--- config.mk ---
export PLATFORM = sky130hd
export DESIGN_NAME = mult_div_unit
export DESIGN_NICKNAME = d
export VERILOG_FILES = /design/src/rtl/mult_div_unit.sv
export SDC_FILE = /design/constraint.sdc
export NUM_CORES = 1
export LEC_CHECK = 0
export CORE_MARGIN = 4
export CORE_UTILIZATION = 30
export CTS_CLUSTER_DIAMETER = 60
export DETAILED_ROUTE_END_ITERATION = 6
export PLACE_DENSITY_LB_ADDON = 0.08
export SYNTH_ARGS = -nofsm -noshare
export SYNTH_HDL_FRONTEND = slang
export SYNTH_SLANG_ARGS = --single-unit
--- constraint.sdc ---
create_clock -name clk -period 19.05 [get_ports clk]
set_clock_uncertainty 0.15 [all_clocks]
set_input_delay 3.81 -clock clk [delete_from_list [all_inputs] [get_ports clk]]
set_output_delay 3.81 -clock clk [all_outputs]
set_load 0.05 [all_outputs]
--- src/rtl/mult_div_unit.sv ---
// Iterative multiply/divide engine: one bit per cycle, with HI/LO result registers.
// Latency WIDTH+2 cycles (1 for divide-by-zero). While busy, start and hi_we/lo_we are ignored.
module mult_div_unit #(
   parameter int WIDTH = 32
) (
   input  logic             clk,
   input  logic             reset,
   input  logic             start,
   input  logic [1:0]       op,
   input  logic [WIDTH-1:0] a,
   input  logic [WIDTH-1:0] b,
   input  logic             hi_we,
   input  logic             lo_we,
   input  logic [WIDTH-1:0] wdata,
   output logic             busy,
   output logic             done,
   output logic             div_zero,
   output logic [WIDTH-1:0] hi,
   output logic [WIDTH-1:0] lo
);
   localparam int CNT_W = $clog2(WIDTH) + 1;

   typedef enum logic [1:0] {IDLE, CALC, FIX, DONE} state_t;

   state_t             state, state_nxt;
   logic               is_div;
   logic               neg_q;
   logic               neg_r;
   logic [CNT_W-1:0]   cnt;
   logic [WIDTH-1:0]   mb;
   logic [2*WIDTH-1:0] acc;

   logic               signed_op;
   logic               b_zero_div;
   logic [WIDTH-1:0]   a_mag;
   logic [WIDTH-1:0]   b_mag;
   logic [WIDTH:0]     mul_sum;
   logic [WIDTH:0]     div_shl;
   logic [WIDTH:0]     div_diff;
   logic [2*WIDTH-1:0] mul_next;
   logic [2*WIDTH-1:0] div_next;
   logic [2*WIDTH-1:0] prod;
   logic [WIDTH-1:0]   quo;
   logic [WIDTH-1:0]   rem;

   always_comb begin
      signed_op  = ~op[0];
      b_zero_div = op[1] && (b == '0);
      a_mag      = (signed_op && a[WIDTH-1]) ? -a : a;
      b_mag      = (signed_op && b[WIDTH-1]) ? -b : b;

      // Multiply: conditional add into the upper half, then shift the whole accumulator right.
      mul_sum  = {1'b0, acc[2*WIDTH-1:WIDTH]} + (acc[0] ? {1'b0, mb} : '0);
      mul_next = {mul_sum, acc[WIDTH-1:1]};

      // Divide: acc holds {remainder, dividend/quotient}; restore by keeping the unsubtracted value.
      div_shl  = {acc[2*WIDTH-1:WIDTH], acc[WIDTH-1]};
      div_diff = div_shl - {1'b0, mb};
      div_next = div_diff[WIDTH] ? {div_shl[WIDTH-1:0], acc[WIDTH-2:0], 1'b0}
                                 : {div_diff[WIDTH-1:0], acc[WIDTH-2:0], 1'b1};

      prod = neg_q ? -acc : acc;
      quo  = neg_q ? -acc[WIDTH-1:0] : acc[WIDTH-1:0];
      rem  = neg_r ? -acc[2*WIDTH-1:WIDTH] : acc[2*WIDTH-1:WIDTH];
   end

   always_ff @(posedge clk or posedge reset) begin
      if (reset) state <= IDLE;
      else       state <= state_nxt;
   end

   always_comb begin
      state_nxt = state;
      busy      = 1'b0;
      done      = 1'b0;
      case (state)
         IDLE: if (start) state_nxt = b_zero_div ? DONE : CALC;
         CALC: begin
            busy = 1'b1;
            if (cnt == CNT_W'(1)) state_nxt = FIX;
         end
         FIX: begin
            busy      = 1'b1;
            state_nxt = DONE;
         end
         DONE: begin
            done      = 1'b1;
            state_nxt = IDLE;
         end
         default: state_nxt = IDLE;
      endcase
   end

   always_ff @(posedge clk or posedge reset) begin
      if (reset) begin
         is_div   <= 1'b0;
         neg_q    <= 1'b0;
         neg_r    <= 1'b0;
         cnt      <= '0;
         mb       <= '0;
         acc      <= '0;
         div_zero <= 1'b0;
         hi       <= '0;
         lo       <= '0;
      end else begin
         case (state)
            IDLE: begin
               if (start) begin
                  is_div   <= op[1];
                  neg_q    <= signed_op && (a[WIDTH-1] ^ b[WIDTH-1]);
                  neg_r    <= signed_op && a[WIDTH-1];
                  mb       <= b_mag;
                  acc      <= {{WIDTH{1'b0}}, a_mag};
                  cnt      <= CNT_W'(WIDTH);
                  div_zero <= b_zero_div;
               end else begin
                  if (hi_we) hi <= wdata;
                  if (lo_we) lo <= wdata;
               end
            end
            CALC: begin
               acc <= is_div ? div_next : mul_next;
               cnt <= cnt - 1'b1;
            end
            FIX: begin
               if (is_div) begin
                  hi <= rem;
                  lo <= quo;
               end else begin
                  hi <= prod[2*WIDTH-1:WIDTH];
                  lo <= prod[WIDTH-1:0];
               end
            end
            default: ;
         endcase
      end
   end
endmodule

Word level (Yosys, flattened, before mapping)
Cells that the tools add are included.
- equal/unequal tests: 9
- add/subtract/negate cells: 8
- multiplexer cells: 26
- bitwise operators: 2
- reductions and logical operators: 14
- operators by type and width (operator ; count):
    $mux W32 ; 11
    $mux W64 ; 4
    $neg A32 Y32 ; 4
    $pmux W32 S2 ; 2
    $pmux W64 S2 ; 1
    $neg A64 Y64 ; 1
    $add A32 B32 Y33 ; 1
    $sub A33 B32 Y33 ; 1
    $logic_not A32 Y1 ; 1
    $pmux W6 S2 ; 1
    $ne A2 B2 Y1 const B ; 5
    $pmux W2 S4 ; 1
    $eq A6 B1 Y1 const B ; 1
    $mux W2 ; 3
    $mux W6 ; 1
    $reduce_and A2 Y1 ; 3
    $reduce_and A3 Y1 ; 2
    $sub A6 B1 Y6 const B ; 1
    $eq A2 B2 Y1 const B ; 2
    $logic_and A1 B1 Y1 ; 4
    $reduce_bool A2 Y1 ; 2
    $eq A2 B1 Y1 const B ; 1
    $logic_not A2 Y1 ; 1
    $mux W1 ; 2
    other kinds (3) ; 3
- bits of input ports: 103
- register bits after elaboration: 172

Logic depth before layout (Yosys ltp)
- depth in word-level cells: 5
- mapped depth: 15

Worst setup path after synthesis
OpenSTA, ideal clock, no wires.
- path type: input-to-reg
- start: input port a[7]
- end: register acc[26]
- library setup time: 0.125 ns
- path buffers: 0
- slack: 12.792 ns
- data required time: 18.775 ns
- stages: 9
- data arrival time: 5.983 ns
- cell sequence: or3_1 or4_1 nor4_1 a21o_1 o21ai_1 xor2_1 nor2_1 a21oi_1 mux2_2
- word-level cells in the longest chain between the ends: 4
- ends and longest elaborated chain (what ; line ; RTL):
    from (decl) ; 10 ; input logic [WIDTH-1:0] a,
    $neg A32 Y32 ; 49 ; a_mag = (signed_op && a[WIDTH-1]) ? -a : a;
    $mux W32 ; 49 ;
    $mux W64 ; 108 ; if (start) begin
    $pmux W64 S2 ; 106 ; case (state)
    to (signal assigned) ; 113 ; acc <= {{WIDTH{1'b0}}, a_mag};
    to (signal assigned) ; 122 ; acc <= is_div ? div_next : mul_next;
    to (decl) ; 31 ; logic [2*WIDTH-1:0] acc;
Every way passes these cells. The select of a mux whose other input is x is not followed.
A chain may end at the register's enable or synchronous reset.

Final worst setup path
Same ends and word-level chain as after synthesis.

==> results.sh <==
export IMPL_status="completed"
export IMPL_grt_pass1_wl_microns=79900
export IMPL_hpwl_microns=40100
export IMPL_clk_path_buf_depth=2
export IMPL_drcViolationCount=0
export IMPL_synth_area_leaders="dfrtp_1 30%, o21ai_0 8.0%, xnor2_1 6.5%"
export IMPL_routed_via_density=5.34
export IMPL_cts_resized=0
export IMPL_power_density_nw_per_um2=196
export IMPL_slew_viol_final=0
export IMPL_p_seq_share_pct=22.9
export IMPL_start_kind="input port"
export IMPL_cts_buffers=17
export IMPL_seq_area_sq_um=4310
export IMPL_ys_types=73
export IMPL_hold_class="reg2reg"
export IMPL_cts_root_buf="clkbuf_16"
export IMPL_drtPass1Iterations=5
export IMPL_grt_pass1_vias=13220
export IMPL_fin_setup_tns_ns=0
export IMPL_hold_violations=0
export IMPL_min_period_ns=6.66
export IMPL_routed_wl_microns=51700
export IMPL_swShare_pct=53.6
export IMPL_synth_enable_flop_cells=0
export IMPL_num_vias=13430
export IMPL_wl_per_cell_microns=20.5
export IMPL_fillers=4947
export IMPL_ir_worst_vdd_uv=66.7
export IMPL_antenna_found_initial=1
export IMPL_cts_tree="built"
export IMPL_leakagePower_nw=7.21
export IMPL_coreArea_sq_um=46900
export IMPL_die_y_microns=226
export IMPL_diodes=0
export IMPL_portBuffers=169
export IMPL_synth_most_common_cell="o21ai_0"
export IMPL_rsz0062_at_grt="no"
export IMPL_place_gp_congestion=0.881
export IMPL_fp_dieW_microns=226
export IMPL_cp_max_fo=5
export IMPL_endpoint_kind="flop"
export IMPL_syn_area_sq_um=14300
export IMPL_fin_crit_sh_pct=35.0
export IMPL_cts_clk_slew_worst_paths_ns=0.07
export IMPL_p_comb_share_pct=66.1
export IMPL_layout_drive_gt1_share_pct=4.40
export IMPL_relSlewSlack_pct=22.2
export IMPL_synth_nets=1973
export IMPL_io_pins=170
export IMPL_intPower_w=0.00156
export IMPL_cts_max_level=4
export IMPL_dr_first_iter_drc_count=1012
export IMPL_synth_flop_cell="dfrtp_1"
export IMPL_grt_ovfl_total=0
export IMPL_worstSetupPathType="in2reg"
export IMPL_max_freq_ghz=0.150
export IMPL_crit_required_ns=19.29
export IMPL_syn_to_final_growth_pct=19.6
export IMPL_yosysTopAreaCellShare_pct=30.1
export IMPL_synth_commonest_cells="229 x o21ai_0, 225 x nand2_1, 172 x dfrtp_1"
export IMPL_synthAdderAreaFrac_pct=6.75
export IMPL_dieArea_sq_um=51300
export IMPL_hold_buffers=0
export IMPL_worst_slew_pin_slew_ns=1.16
export IMPL_ys_seq_elements=172
export IMPL_synthArstFlopShare_pct=100
export IMPL_synth_cells=1794
export IMPL_multi_input_area_sq_um=9400
export IMPL_p_clk_share_pct=10.9
export IMPL_cts_sink_count=172
export IMPL_crit_arrival_ns=6.90
export IMPL_grt_max_degree=83
export IMPL_setup_violations=0
export IMPL_synthSimpleGateAreaFrac_pct=17.6
export IMPL_track_usage_pct=20.3
export IMPL_synth_compound_area_share_pct=25.3
export IMPL_postCtsSetupRepairBufs=0
export IMPL_ant_nets=0
export IMPL_finalPower_w=0.00336
export IMPL_fp_row_count=79
export IMPL_initial_utilization_pct=30.6
export IMPL_p_switching_w=0.00180
export IMPL_synth_avg_cell_area_sq_um=7.98
export IMPL_yosysSeqAreaShare_pct=30.1
export IMPL_muxShareOfSynthArea_pct=5.30
export IMPL_synth_top_family_by_area="compound AO/OA/AOI/OAI gates"
export IMPL_yosys_area_share_xor_xnor_pct=10.3
export IMPL_synth_warning_count=0
export IMPL_clkLatencyLatePin_ns=0.50
export IMPL_yosysTopAreaCell="dfrtp_1"
export IMPL_drv_cap=0
export IMPL_final_nets=2077
==> final cells by class <==
class / instances / share of cell area, %
multi-input cells: 1452 / 54.9
clock inverters: 12 / 0.818
well taps: 607 / 4.43
flip-flops and latches: 172 / 25.1
clock buffers: 19 / 2.59
inverters: 69 / 1.54
repair buffers: 186 / 10.6
==> per-layer routing <==
| layer | GRT usage, % | vias up | wire length (microns) |
|---|---|---|---|
| met1 | 28.1 | 6458 | 24600 |
| met4 | 4.24 | 2 | 701 |
| met5 | 0 | - | 13 |
| met2 | 33.3 | 293 | 24000 |
| met3 | 3.81 | 40 | 2390 |
| li1 | - | 6637 | - |
==> flip-flops by register name, summed over array words and instances (netlist names) <==
| register | flops |
|---|---|
| neg_r | 1 |
| neg_q | 1 |
| state | 2 |
| is_div | 1 |
| cnt | 6 |
| div_zero | 1 |
| lo | 32 |
| hi | 32 |
| acc | 64 |
| mb | 32 |
==> cell usage in the layout (no fill, tap or decap), drive strengths merged, types with 5 or more instances in the layout <==
| master | netlist | final |
|---|---|---|
| a22oi | 19 | 19 |
| and2 | 7 | 7 |
| xnor2 | 107 | 107 |
| nand2 | 225 | 225 |
| dfrtp | 172 | 172 |
| mux2i | 68 | 68 |
| nand2b | 12 | 12 |
| nor2 | 139 | 139 |
| o211ai | 8 | 8 |
| o41ai | 12 | 12 |
| a31oi | 24 | 24 |
| ha | 74 | 74 |
| a21o | 47 | 47 |
| nor3 | 29 | 29 |
| nor2b | 23 | 23 |
| nor4 | 18 | 18 |
| clkdlybuf4s50 | 0 | 169 |
| o21a | 9 | 9 |
| o21ai | 240 | 240 |
| a211oi | 35 | 35 |
| nand3 | 14 | 14 |
| mux2 | 7 | 7 |
| clkbuf | 83 | 19 |
| inv | 69 | 72 |
| o21bai | 5 | 5 |
| o31a | 10 | 10 |
| o221ai | 6 | 6 |
| o31ai | 19 | 19 |
| and3 | 17 | 17 |
| clkinv | 0 | 5 |
| a21oi | 117 | 117 |
| nand4 | 13 | 13 |
| a41oi | 5 | 5 |
| a32oi | 5 | 5 |
| or3 | 17 | 17 |
| buf | 18 | 17 |
| nor3b | 9 | 9 |
| xor2 | 61 | 61 |
| or4 | 9 | 9 |
==> kinds of logic after synthesis <==
group	count (synthesis)
AOI/OAI and AO/OA	589
xor gates and xnor gates	168
adders and majority gates	76
muxes	75
and+or+nand+nor	544
DFF	172
buffers and inverters	170
==> stage by stage <==
stage | std cells | setup WS (ns) | hold slack, ns | area, sq um | util, %
after global placement | 2486 | 11.96 | 0.310 | 16500 | 35.3
after CTS | 2517 | 12.49 | 0.332 | 17100 | 36.6
final | 2517 | 12.39 | 0.327 | 17100 | 36.6
after detailed placement | 2486 | 11.94 | 0.315 | 16500 | 35.3
after floorplan | 1794 | 10.43 | 0.300 | 14300 | -
after global routing | 2517 | 12.11 | 0.351 | 17100 | 36.6
==> critical path, cell delays in order <==
cell,delay [ns]
clkdlybuf4s50_1,0.45
or3_1,0.45
or4_1,0.50
nor4_1,0.69
a21o_1,0.25
o21ai_1,0.14
xor2_1,0.19
nor2_1,0.10
a21oi_1,0.05
mux2_2,0.28
==> path summary, 6_finish.rpt <==
path,cells past startpoint,slack [ns],end,startpoint
hold / removal,1,0.33,lo[1],lo[1]
min in group asynchronous,2,3.63,mb[3],reset
setup reg to reg,12,14.06,acc[61],acc[0]
setup / recovery,10,12.39,acc[26],a[7]
hold reg to reg,1,0.33,lo[1],lo[1]
max in group asynchronous,3,13.71,lo[7],reset
==> power groups by stage <==
stage	Combinational, W	Clock (W)	Sequential, W
2_1_floorplan	0.00142	0	0.000878
3_3_place_gp	0.00221	0	0.000777
3_5_place_dp	0.00222	0	0.000778
4_1_cts	0.00223	0.000381	0.000771
5_1_grt	0.00244	0.000395	0.000799
6_report	0.00222	0.000367	0.000770
Power figures use the tool's default switching activity.
